$ cat src/rtl/lane_scroll_ctrl.sv
// Lane scroll controller: per-lane scroll offsets updated once per frame.
// Optional level speedup is enabled by defining LANE_LEVEL_SPEEDUP_EN.
module lane_scroll_ctrl #(
  parameter int PLAY_W    = 448,
  parameter int NUM_LANES = 12
) (
  input  logic       clk,
  input  logic       reset,
  input  logic       frame_start,
  input  logic       run,
  input  logic [1:0] level,
  input  logic [9:0] rowPos,
  output logic [8:0] lane_offset,
  output logic       lane_hit,
  output logic       lane_dir,
  output logic       busy,
  output logic       done,
  output logic       overrun
);

  localparam int IW = (NUM_LANES > 1) ? $clog2(NUM_LANES) : 1;
  localparam logic [8:0] PW = 9'(PLAY_W);
  localparam logic [IW-1:0] LAST = IW'(NUM_LANES - 1);

  typedef enum logic [1:0] {
    IDLE,
    UPDATE,
    DONE
  } state_t;

  state_t        state_q, state_d;
  logic [IW-1:0] idx_q, idx_d;
  logic          busy_q, busy_d;
  logic          done_q, done_d;
  logic          overrun_q, overrun_d;

  logic [8:0] off_q [NUM_LANES];
  logic [8:0] off_d [NUM_LANES];
  logic [1:0] cnt_q [NUM_LANES];
  logic [1:0] cnt_d [NUM_LANES];

  logic [8:0] lane_offset_q, lane_offset_d;
  logic       lane_hit_q, lane_hit_d;
  logic       lane_dir_q, lane_dir_d;

  logic [8:0] step;

`ifdef LANE_LEVEL_SPEEDUP_EN
  assign step = 9'd1 + {7'd0, level};
`else
  logic unused_level;
  assign step = 9'd1;
  assign unused_level = ^level;
`endif

  // Frames-per-move table, stored as period minus one.
  function automatic logic [1:0] per_m1(input logic [3:0] l);
    logic [1:0] p;
    case (l)
      4'd0:    p = 2'd2;
      4'd1:    p = 2'd1;
      4'd2:    p = 2'd3;
      4'd3:    p = 2'd0;
      4'd4:    p = 2'd2;
      4'd5:    p = 2'd1;
      4'd6:    p = 2'd1;
      4'd7:    p = 2'd2;
      4'd8:    p = 2'd0;
      4'd9:    p = 2'd3;
      4'd10:   p = 2'd1;
      4'd11:   p = 2'd2;
      default: p = 2'd0;
    endcase
    return p;
  endfunction

  // Wrapped move; left wrap adds (PW - step) so nothing exceeds 9 bits.
  function automatic logic [8:0] move(
    input logic [8:0] off,
    input logic [8:0] stp,
    input logic       right
  );
    logic [8:0] sum;
    logic [8:0] r;
    sum = off + stp;
    if (right) r = (sum >= PW) ? sum - PW : sum;
    else       r = (off < stp) ? off + (PW - stp) : off - stp;
    return r;
  endfunction

  // Next-state and registered-output logic for the pass sequencer.
  always_comb begin
    state_d   = state_q;
    idx_d     = idx_q;
    overrun_d = overrun_q | (frame_start & (state_q != IDLE));
    case (state_q)
      IDLE: begin
        if (frame_start && run) begin
          state_d = UPDATE;
          idx_d   = '0;
        end
      end
      UPDATE: begin
        if (idx_q == LAST) begin
          state_d = DONE;
          idx_d   = '0;
        end else begin
          idx_d = idx_q + 1'b1;
        end
      end
      DONE:    state_d = IDLE;
      default: state_d = IDLE;
    endcase
    busy_d = (state_d == UPDATE);
    done_d = (state_d == DONE);
  end

  // Per-lane counter and offset update for the lane being processed.
  always_comb begin
    off_d = off_q;
    cnt_d = cnt_q;
    if (state_q == UPDATE) begin
      if (cnt_q[idx_q] == per_m1(4'(idx_q))) begin
        cnt_d[idx_q] = 2'd0;
        off_d[idx_q] = move(off_q[idx_q], step, ~idx_q[0]);
      end else begin
        cnt_d[idx_q] = cnt_q[idx_q] + 2'd1;
      end
    end
  end

  // Row-to-lane lookup against the current offset registers.
  always_comb begin
    logic [4:0] k;
    logic [4:0] ln;
    logic       in_band;
    k       = rowPos[9:5];
    ln      = 5'd0;
    in_band = 1'b0;
    if (k >= 5'd1 && k <= 5'd6) begin
      ln      = k - 5'd1;
      in_band = 1'b1;
    end else if (k >= 5'd8 && k <= 5'd13) begin
      ln      = k - 5'd2;
      in_band = 1'b1;
    end
    lane_hit_d    = 1'b0;
    lane_dir_d    = 1'b0;
    lane_offset_d = 9'd0;
    if (in_band && (int'(ln) < NUM_LANES)) begin
      lane_hit_d    = 1'b1;
      lane_dir_d    = ~ln[0];
      lane_offset_d = off_q[ln[IW-1:0]];
    end
  end

  // Sequencer state and status outputs.
  always_ff @(posedge clk or posedge reset) begin
    if (reset) begin
      state_q   <= IDLE;
      idx_q     <= '0;
      busy_q    <= 1'b0;
      done_q    <= 1'b0;
      overrun_q <= 1'b0;
    end else begin
      state_q   <= state_d;
      idx_q     <= idx_d;
      busy_q    <= busy_d;
      done_q    <= done_d;
      overrun_q <= overrun_d;
    end
  end

  // Lane offset and frame counter storage.
  always_ff @(posedge clk or posedge reset) begin
    if (reset) begin
      for (int i = 0; i < NUM_LANES; i++) begin
        off_q[i] <= 9'd0;
        cnt_q[i] <= 2'd0;
      end
    end else begin
      off_q <= off_d;
      cnt_q <= cnt_d;
    end
  end

  // Registered lookup outputs.
  always_ff @(posedge clk or posedge reset) begin
    if (reset) begin
      lane_offset_q <= 9'd0;
      lane_hit_q    <= 1'b0;
      lane_dir_q    <= 1'b0;
    end else begin
      lane_offset_q <= lane_offset_d;
      lane_hit_q    <= lane_hit_d;
      lane_dir_q    <= lane_dir_d;
    end
  end

  assign lane_offset = lane_offset_q;
  assign lane_hit    = lane_hit_q;
  assign lane_dir    = lane_dir_q;
  assign busy        = busy_q;
  assign done        = done_q;
  assign overrun     = overrun_q;

endmodule

$ cat config.mk
export PLATFORM = sky130hd
export DESIGN_NAME = lane_scroll_ctrl
export DESIGN_NICKNAME = d
export VERILOG_FILES = /design/src/rtl/lane_scroll_ctrl.sv
export SDC_FILE = /design/constraint.sdc
export NUM_CORES = 1
export LEC_CHECK = 0
export ABC_CLOCK_PERIOD_IN_PS = 5200
export CELL_PAD_IN_SITES_DETAIL_PLACEMENT = 1
export CELL_PAD_IN_SITES_GLOBAL_PLACEMENT = 2
export CORE_UTILIZATION = 43
export CTS_CLUSTER_SIZE = 40
export DETAILED_ROUTE_END_ITERATION = 8
export HOLD_SLACK_MARGIN = 0.15
export PLACE_DENSITY = 0.78
export SLEW_MARGIN = 20
export SYNTH_ARGS = -nofsm -noshare
export SYNTH_HDL_FRONTEND = slang
export SYNTH_SLANG_ARGS = --single-unit
$ cat constraint.sdc
create_clock -name clk -period 5.2 [get_ports clk]
set_input_delay 0.78 -clock clk [delete_from_list [all_inputs] [get_ports clk]]
set_output_delay 0.78 -clock clk [all_outputs]
set_load 0.1 [all_outputs]
==> impl_metrics.json, run 1 <==
{
  "synth_cell_type_count": 62,
  "crit_arrival_ns": 5.08,
  "vias": 5966,
  "insertion_delay_ns": 0.43,
  "use_met2": 0.427,
  "outcome": "complete, no violations",
  "synth.largest_area_cell": "dfrtp_1",
  "hpwlAfterDp_mm": 16.2,
  "drv_cap": 0,
  "grt_util_all_layers": 0.250,
  "drc": 0,
  "cpPeakStageDelay_ns": 0.57,
  "finClkSkew_ns": 0.0104,
  "path_class": "reg2reg",
  "timing.final.max_slew_violations": 0,
  "drt_pass1_iterations": 4,
  "layout-drive-gt1-share": 0.300,
  "worst_setup_path_end_kind": "flop",
  "p_sw_mw": 2.84,
  "pwr-share-clk": 0.196,
  "cts.path.max_buffers": 2,
  "fin_hold_ws_ns": 0.481,
  "min_period_ns": 4.77,
  "crit_path_max_fanout": 14,
  "power_per_cell_area_nw_per_um2": 668,
  "syn_to_final_growth_pct": 14.8,
  "p_int_mw": 3.83,
  "synth-simple-area-share": 0.0606,
  "netlist.area_leader.share": 0.437,
  "clockRootBuffer": "clkbuf_16",
  "ant_nets": 0,
  "h-tree-depth": 4,
  "final_hold_viol_count": 0,
  "numClockSinks": 152,
  "finalNetCount": 773,
  "synth_adder_area_share": 0.0216,
  "syn_area_per_cell_um2": 12.3,
  "fin_crit_sh": 0.917,
  "busiest_layer": "met2",
  "grt_max_degree": 119,
  "ys.flop_type": "dfrtp_1",
  "grt_pass1_wl_mm": 38.0,
  "setup-violations-final": 0,
  "synth_area_um2": 8700,
  "grt_overflow": 0,
  "p_seq_frac": 0.296,
  "antenna_found_initial": 0,
  "synthesis.nets": 737,
  "cp_slowest_cell": "dfrtp_4",
  "die_w_um": 144,
  "synth_compound_area_frac": 0.0787,
  "cts_buffers": 17,
  "switching_share": 0.426,
  "p_leak_nw": 4.85,
  "dieArea_um2": 20800,
  "io_pins": 30,
  "clk_pin_slew_ns": 0.07,
  "grt_pass1_vias": 6567,
  "synth_top_family_by_area": "multiplexers",
  "synthMuxAreaShare": 0.357,
  "fin_setup_tns_ns": 0,
  "port_buffers": 22,
  "diodes": 0,
  "fp-row-count": 51,
  "vdd_drop_max_uv": 349,
  "cts_hold_buf": 0,
  "totalWireLength_mm": 23.9,
  "syn_inst": 706,
  "routed_via_density": 5.85,
  "ys_seq_area_frac": 0.437,
  "maxClockFrequency_ghz": 0.210,
  "slew_headroom": 0.288,
  "grtUsageMet3": 0.0351,
  "cp_data_required_time_ns": 5.51,
  "synth_xor_area_frac": 0.0131,
  "tightest_slew_ns": 1.06,
  "yosysWarnings": 0,
  "synthTopCellsByArea": "dfrtp_1 (44%), mux2_2 (16%), mux2i_1 (12%)",
  "synth_edf_count": 0,
  "power_frac_comb": 0.508,
  "gp_congestion": 0.846,
  "async_flop_share": 1.00,
  "initial_core_util": 0.443,
  "rsz0062_at_grt": "no",
  "routedWlPerCell_um": 23.5,
  "min_path_type": "reg2reg",
  "drt-initial-drc-count": 221,
  "cts_tree": "yes",
  "yosysMostFrequentCell": "dfrtp_1",
  "core_um2": 19700,
  "start_kind": "flop",
  "yosys_register_bits": 152,
  "synth_common_cells": "dfrtp_1 (152), mux2_2 (122), mux2i_1 (106)",
  "grtUsageMet1": 0.328,
  "die_y_um": 144,
  "crit_chain": "buf_4 > nor2b_1 > o2bb2ai_1 > o31a_1 > nor4_1 > a31oi_1 > nor2_1 > ha_1 > nand2_1 > a211oi_1 > a41oi_1 > a2111oi_2 > o21bai_2 > a21boi_1 > o31a_2 > mux2_2"
}
## path summary, 6_finish.rpt
kind,to,slack [ns],depth (start not counted),from
hold reg to reg,overrun,0.48,1,overrun
max in group asynchronous,off_q[92],3.21,3,reset
min in group asynchronous,off_q[28],0.88,2,reset
hold / removal,overrun,0.48,1,overrun
setup / recovery,off_q[42],0.43,16,idx_q[0]
setup reg to reg,off_q[42],0.43,16,idx_q[0]
## repair_timing
item                       CTS  global route
setup buffers                0             5
gates resized for setup      0             3
hold endpoints to repair     0             0
setup endpoints to repair    0            24
## power by group through the flow
stage	clock, mW	sequential [mW]	combinational [mW]
4_1_cts	1.33	1.98	3.35
3_5_place_dp	0	2.00	3.31
3_3_place_gp	0	1.94	3.19
2_1_floorplan	0	1.91	2.47
5_1_grt	1.38	2.03	3.69
6_report	1.31	1.97	3.39
## routing by layer
metal / share of wire / wire length (um)
met2: 0.50 / 12000
met1: 0.46 / 11000
met4: 0.019 / 449
met3: 0.023 / 543
met5: 0 / 0
## placed cells by master, fill, tap and decap left out, types with 5 or more instances in the layout
cell / instances
inv_1: 13
mux4_2: 23
clkdlybuf4s50_1: 22
nand3_1: 9
buf_4: 34
xnor2_1: 7
nor3_1: 6
mux2_1: 9
a31oi_1: 5
mux2i_1: 106
nand2_1: 40
ha_1: 15
clkbuf_16: 17
dfrtp_1: 150
xor2_1: 6
nor2b_1: 6
nor2_1: 31
and2_1: 5
a211oi_1: 12
a21oi_1: 10
mux2_2: 122
o21ai_0: 19
## per-stage QoR
| step | util | std cells | cell area, um2 | power [mW] | worst slack (ns) |
|---|---|---|---|---|---|
| 2_1_floorplan | - | 706 | 8700 | 4.38 | 0.327 |
| 6_report | 0.508 | 1019 | 9990 | 6.67 | 0.429 |
| 5_1_grt | 0.508 | 1019 | 9990 | 7.09 | 0.0571 |
| 3_3_place_gp | 0.475 | 983 | 9330 | 5.13 | 0.347 |
| 4_1_cts | 0.506 | 1014 | 9940 | 6.65 | 0.169 |
| 3_5_place_dp | 0.475 | 983 | 9330 | 5.31 | 0.179 |
## state kept, by name, summed over array words and instances, names as in the netlist
register and cells:
state_q 2, lane_dir 1, off_q 108, idx_q 4, lane_offset 9, cnt_q 24, done 1, busy 1
lane_hit 1, overrun 1
## critical path: cells and delay by family (launching register included)
family / cells / cell delay, ns
buf+inv: 1 / 0.21
fa+ha+maj: 1 / 0.22
mux: 1 / 0.29
flops: 1 / 0.57
compound gates: 9 / 2.33
simple gates: 4 / 0.99
## logic make-up after synthesis
| logic type | after synthesis |
|---|---|
| compound gates | 93 |
| fa+ha+maj | 15 |
| xor+xnor | 13 |
| buf+inv | 57 |
| flops | 152 |
| simple gates | 114 |
| mux | 262 |
## layout make-up
| class | count | area (um2) |
|---|---|---|
| tap | 265 | 332 |
| fill | 2045 | 9670 |
| inverter | 15 | 63.8 |
| timing repair buffer | 59 | 536 |
| multi-input combinational | 497 | 4640 |
| sequential | 152 | 3810 |
| clock inverter | 12 | 174 |
| clock buffer | 19 | 433 |
(Power assumes the default switching activity.)
==> run 2: changes to the inputs <==
--- a/config.mk
+++ b/config.mk
@@ -5,14 +5,16 @@
 export SDC_FILE = /design/constraint.sdc
 export NUM_CORES = 1
 export LEC_CHECK = 0
-export ABC_CLOCK_PERIOD_IN_PS = 5200
+export ABC_CLOCK_PERIOD_IN_PS = 5860
 export CELL_PAD_IN_SITES_DETAIL_PLACEMENT = 1
 export CELL_PAD_IN_SITES_GLOBAL_PLACEMENT = 2
-export CORE_UTILIZATION = 43
+export CORE_UTILIZATION = 47
 export CTS_CLUSTER_SIZE = 40
 export DETAILED_ROUTE_END_ITERATION = 8
 export HOLD_SLACK_MARGIN = 0.15
-export PLACE_DENSITY = 0.78
+export PLACE_DENSITY = 0.84
+export RECOVER_POWER = 25
+export SKIP_CTS_REPAIR_TIMING = 1
 export SLEW_MARGIN = 20
 export SYNTH_ARGS = -nofsm -noshare
 export SYNTH_HDL_FRONTEND = slang
==> constraint.sdc (replaced) <==
create_clock -name clk -period 5.86 [get_ports clk]
set_input_delay 0.879 -clock clk [delete_from_list [all_inputs] [get_ports clk]]
set_output_delay 0.879 -clock clk [all_outputs]
set_load 0.1 [all_outputs]
==> run 2 against run 1 <==
Net effect:
- global-route usage increased by 1.1 points
- register-to-register slack better by 0.11 ns
- clock skew up 0.0014 ns
- sequential share of layout area increased by 0.93 points
- non-clock buffer count shrank 24
- utilization is 3.2 points higher
- worst hold slack better by 0.0084 ns
- critical endpoint is now off_q[33]
==> impl_metrics.json, run 2 (synthesis gave the netlist of run 1 again) <==
{
  "stdcell_count": 959,
  "ant_nets": 0,
  "p_leak_nw": 4.72,
  "final_hold_viol_count": 0,
  "clk_pin_slew_ns": 0.07,
  "timing.final.max_slew_violations": 0,
  "rr_worst_depth": 16,
  "cts.path.max_buffers": 2,
  "start_kind": "flop",
  "fin_setup_tns_ns": 0,
  "drc": 0,
  "tightest_slew_ns": 1.04,
  "drv_cap": 0,
  "regMostFlops": "off_q",
  "io_pins": 30,
  "worstHoldPathCells": 1,
  "grt_max_degree": 111,
  "core_um2": 18000,
  "cp_data_required_time_ns": 6.17,
  "switching_share": 0.432,
  "port_buffers": 22,
  "die_w_um": 138,
  "p_int_mw": 3.25,
  "cp_num_buf_inv": 1,
  "totalWireLength_mm": 23.5,
  "vdd_drop_max_uv": 305,
  "layout-drive-gt1-share": 0.278,
  "antenna_found_initial": 0,
  "syn_to_final_growth_pct": 11.9,
  "slew_headroom": 0.302,
  "numClockSinks": 152,
  "h-tree-depth": 4,
  "routedWlPerCell_um": 24.5,
  "fin_hold_ws_ns": 0.489,
  "hpwlAfterDp_mm": 15.4,
  "initial_core_util": 0.483,
  "worst_setup_path_end_kind": "flop",
  "drt_pass1_iterations": 4,
  "grt_overflow": 0,
  "grt_util_all_layers": 0.261,
  "rsz0062_at_grt": "no",
  "cp_common_cell": "nand2_1",
  "cts_tree": "yes",
  "crit_cells": 16,
  "cpPeakStageDelay_ns": 0.83,
  "grt_pass1_vias": 6551,
  "p_seq_frac": 0.305,
  "maxClockFrequency_ghz": 0.188,
  "fin_crit_sh": 0.907,
  "min_period_ns": 5.32,
  "grt_pass1_wl_mm": 37.7,
  "pwr-share-clk": 0.200,
  "setup-violations-final": 0,
  "fp-row-count": 49,
  "crit_path_max_fanout": 25,
  "cts_buffers": 17,
  "power_per_cell_area_nw_per_um2": 588,
  "gp_congestion": 0.825,
  "dp.cells": 928,
  "dieArea_um2": 19100,
  "insertion_delay_ns": 0.44,
  "path_class": "reg2reg",
  "die_y_um": 138,
  "outcome": "complete, no violations",
  "final_common_cell": "dfrtp_1",
  "drt-initial-drc-count": 285,
  "crit_arrival_ns": 5.63,
  "diodes": 0,
  "crit_chain": "buf_4 > mux4_2 > nand2_1 > o41ai_4 > and2_1 > and3_1 > nor2_1 > ha_1 > nand2_1 > a211oi_1 > a41oi_1 > a2111oi_2 > o21bai_2 > a21boi_1 > o31a_1 > mux2_2",
  "crit_family": "compound AO/OA/AOI/OAI gates",
  "layout_common_cells": "dfrtp_1 (150), mux2_2 (122), mux2i_1 (106)",
  "finClkSkew_ns": 0.0119,
  "cp_slowest_cell": "dfrtp_2",
  "power_frac_comb": 0.495,
  "min_path_type": "reg2reg",
  "finalNetCount": 749,
  "vias": 6012,
  "fin_util": 0.540,
  "routed_via_density": 6.27,
  "clockRootBuffer": "clkbuf_16",
  "p_sw_mw": 2.47,
  "largest_register_ffs": 108
}
## run 2: cell type report
cell class	instances	area, um2
fillers	1854	8290
multi-input cells	497	4640
flip-flops and latches	152	3810
clock buffers	19	443
repair buffers	35	330
well taps	229	287
clock inverters	12	166
inverters	15	61.3
## run 2: final timing paths
kind | slack [ns] | startpoint | to
worst min register to register | 0.49 | overrun | overrun
max in group asynchronous | 3.57 | reset | off_q[33]
worst max-delay path | 0.54 | idx_q[0] | off_q[33]
worst max register to register | 0.54 | idx_q[0] | off_q[33]
min in group asynchronous | 1.15 | reset | off_q[91]
worst min-delay path | 0.49 | overrun | overrun
## run 2: layer usage
| metal | wire (um) | track usage | part of all wire |
|---|---|---|---|
| met1 | 10600 | 0.343 | 0.45 |
| met2 | 11700 | 0.435 | 0.50 |
| met3 | 765 | 0.0450 | 0.033 |
| met4 | 529 | 0.0914 | 0.023 |
| met5 | 0 | 0 | 0 |
## run 2: worst register-to-register path: cells and delay by family (launching register included)
kind,cells,cell delay (ns)
compound gates,7,1.89
fa+ha+maj,1,0.22
buf+inv,1,0.43
flops,1,0.83
mux,2,0.92
simple gates,5,0.90
## run 2: stage by stage
step           total power, mW  setup WS [ns]  area (um2)
2_1_floorplan             3.89          0.888        8700
3_3_place_gp              4.39          0.802        9120
3_5_place_dp              4.58          0.606        9130
4_1_cts                   5.75          0.562        9730
5_1_grt                   6.07          0.208        9730
6_report                  5.72          0.543        9730
## run 2: power groups by stage
stage	logic (mW)	clock network, mW	registers, mW
floorplan	2.19	0	1.69
finish	2.83	1.15	1.74
CTS	2.84	1.16	1.74
detailed placement	2.82	0	1.76
global placement	2.68	0	1.71
global route	3.07	1.21	1.79
==> run 3: changes to the inputs <==
--- a/config.mk
+++ b/config.mk
@@ -8,6 +8,7 @@
 export ABC_CLOCK_PERIOD_IN_PS = 5860
 export CELL_PAD_IN_SITES_DETAIL_PLACEMENT = 1
 export CELL_PAD_IN_SITES_GLOBAL_PLACEMENT = 2
+export CORE_MARGIN = 2
 export CORE_UTILIZATION = 47
 export CTS_CLUSTER_SIZE = 40
 export DETAILED_ROUTE_END_ITERATION = 8
==> run 3 against run 2 <==
Net effect:
- the run now ends with DRC, capacitance limit, slew limit left
- critical path depth is the same
- via count shrank 2.7%
- count of clock-buffer cells in the layout grew 1
- maximum frequency grew 0.51%
- combinational power is essentially flat
- global-route usage shrank 1.1 points
- power is essentially flat
- flip-flop and latch count is the same
- worst hold slack lost 0.015 ns
- critical path type unchanged
- largest power group unchanged
==> impl_metrics.json, run 3 (synthesis gave the netlist of run 1 again) <==
{
  "drv_cap": 1,
  "cts_buffers": 17,
  "vias": 5847,
  "gp_congestion": 0.845,
  "maxClockFrequency_ghz": 0.189,
  "crit_path_max_fanout": 26,
  "power_per_cell_area_nw_per_um2": 588,
  "final_hold_viol_count": 0,
  "p_leak_nw": 4.73,
  "pwr-share-clk": 0.197,
  "fin_util": 0.539,
  "cp_data_required_time_ns": 6.16,
  "io_pins": 30,
  "setup-violations-final": 0,
  "final_common_cell": "dfrtp_1",
  "vdd_drop_max_uv": 356,
  "drc": 2,
  "drt_pass1_iterations": 6,
  "syn_to_final_growth_pct": 12.0,
  "grt_pass1_vias": 6419,
  "worst_setup_path_end_kind": "flop",
  "dieArea_um2": 19600,
  "die_y_um": 140,
  "grt_max_degree": 101,
  "cts_tree": "yes",
  "min_period_ns": 5.29,
  "slew_headroom": -1.58,
  "p_seq_frac": 0.306,
  "rsz0062_at_grt": "no",
  "core_um2": 18100,
  "grt_pass1_wl_mm": 37.0,
  "timing.final.max_slew_violations": 101,
  "numClockSinks": 152,
  "p_int_mw": 3.24,
  "fin_crit_sh": 0.903,
  "antenna_found_initial": 0,
  "outcome": "finished with violations",
  "switching_share": 0.434,
  "layout_common_cells": "dfrtp_1 (150), mux2_2 (122), mux2i_1 (106)",
  "grt_overflow": 0,
  "largest_register_ffs": 108,
  "drt-initial-drc-count": 310,
  "p_sw_mw": 2.49,
  "finClkSkew_ns": 0.00975,
  "power_frac_comb": 0.498,
  "finalNetCount": 750,
  "hpwlAfterDp_mm": 15.2,
  "violations": "DRC, capacitance limit, slew limit",
  "initial_core_util": 0.481,
  "grt_util_all_layers": 0.250,
  "path_class": "reg2reg",
  "min_path_type": "reg2reg",
  "routed_via_density": 6.08,
  "start_kind": "flop",
  "fp-row-count": 49,
  "insertion_delay_ns": 0.43,
  "port_buffers": 22,
  "ant_nets": 0,
  "regMostFlops": "off_q",
  "clk_pin_slew_ns": 0.06,
  "fin_setup_tns_ns": 0,
  "layout-drive-gt1-share": 0.279,
  "diodes": 0,
  "cts.path.max_buffers": 2,
  "clockRootBuffer": "clkbuf_16",
  "routedWlPerCell_um": 24.2,
  "totalWireLength_mm": 23.2,
  "tightest_slew_ns": 3.86,
  "crit_arrival_ns": 5.59,
  "die_w_um": 140,
  "h-tree-depth": 4
}
==> run 3: layout make-up <==
cell class	instances	area (um2)
Fill cell	1814	8340
Tap cell	229	287
Clock buffer	20	467
Sequential cell	152	3810
Multi-Input combinational cell	497	4640
Timing Repair Buffer	36	350
Inverter	15	56.3
Clock inverter	12	139
==> run 3: metal layers <==
layer,vias up,GRT usage,share of wire
met5,-,0,0
met2,85,0.423,0.50
met1,3081,0.333,0.45
met3,26,0.0472,0.036
li1,2655,-,-
met4,0,0.0680,0.014
==> run 3: per-stage QoR <==
| stage | worst slack, ns | total power, mW | instance area (um2) | hold WS, ns | std cells |
|---|---|---|---|---|---|
| after floorplan | 0.888 | 3.89 | 8700 | 0.465 | 706 |
| after global placement | 0.617 | 4.43 | 9140 | 0.453 | 929 |
| after detailed placement | 0.476 | 4.59 | 9140 | 0.451 | 929 |
| after CTS | 0.453 | 5.75 | 9750 | 0.481 | 961 |
| after global routing | 0.162 | 6.11 | 9740 | 0.507 | 961 |
| final | 0.570 | 5.73 | 9740 | 0.474 | 961 |
==> run 3: worst max-delay path, stage by stage (launching register included) <==
cell	delay, ns
dfrtp_2	0.64
buf_4	0.47
mux2i_1	0.17
a22o_1	0.30
o41ai_4	0.51
and2_1	0.25
a21oi_1	0.09
nor2_1	0.27
ha_1	0.25
nand2_1	0.10
a211oi_1	0.20
a41oi_1	0.18
a2111oi_2	0.60
o21bai_2	0.23
a21boi_1	0.09
o31a_1	0.45
mux2_2	0.33
==> run 3: worst paths after layout <==
check,end,startpoint,slack (ns),cells after the start
min in group asynchronous,off_q[0],reset,2.34,2
worst max-delay path,off_q[60],idx_q[1],0.57,16
worst max register to register,off_q[60],idx_q[1],0.57,16
worst min-delay path,overrun,overrun,0.47,1
worst min register to register,overrun,overrun,0.47,1
max in group asynchronous,idx_q[0],reset,1.21,3
==> run 3: power groups by stage <==
stage          sequential (mW)  combinational, mW  clock [mW]
2_1_floorplan             1.69               2.19           0
3_3_place_gp              1.71               2.72           0
3_5_place_dp              1.76               2.83           0
4_1_cts                   1.75               2.85        1.15
5_1_grt                   1.80               3.11        1.19
6_report                  1.75               2.85        1.13
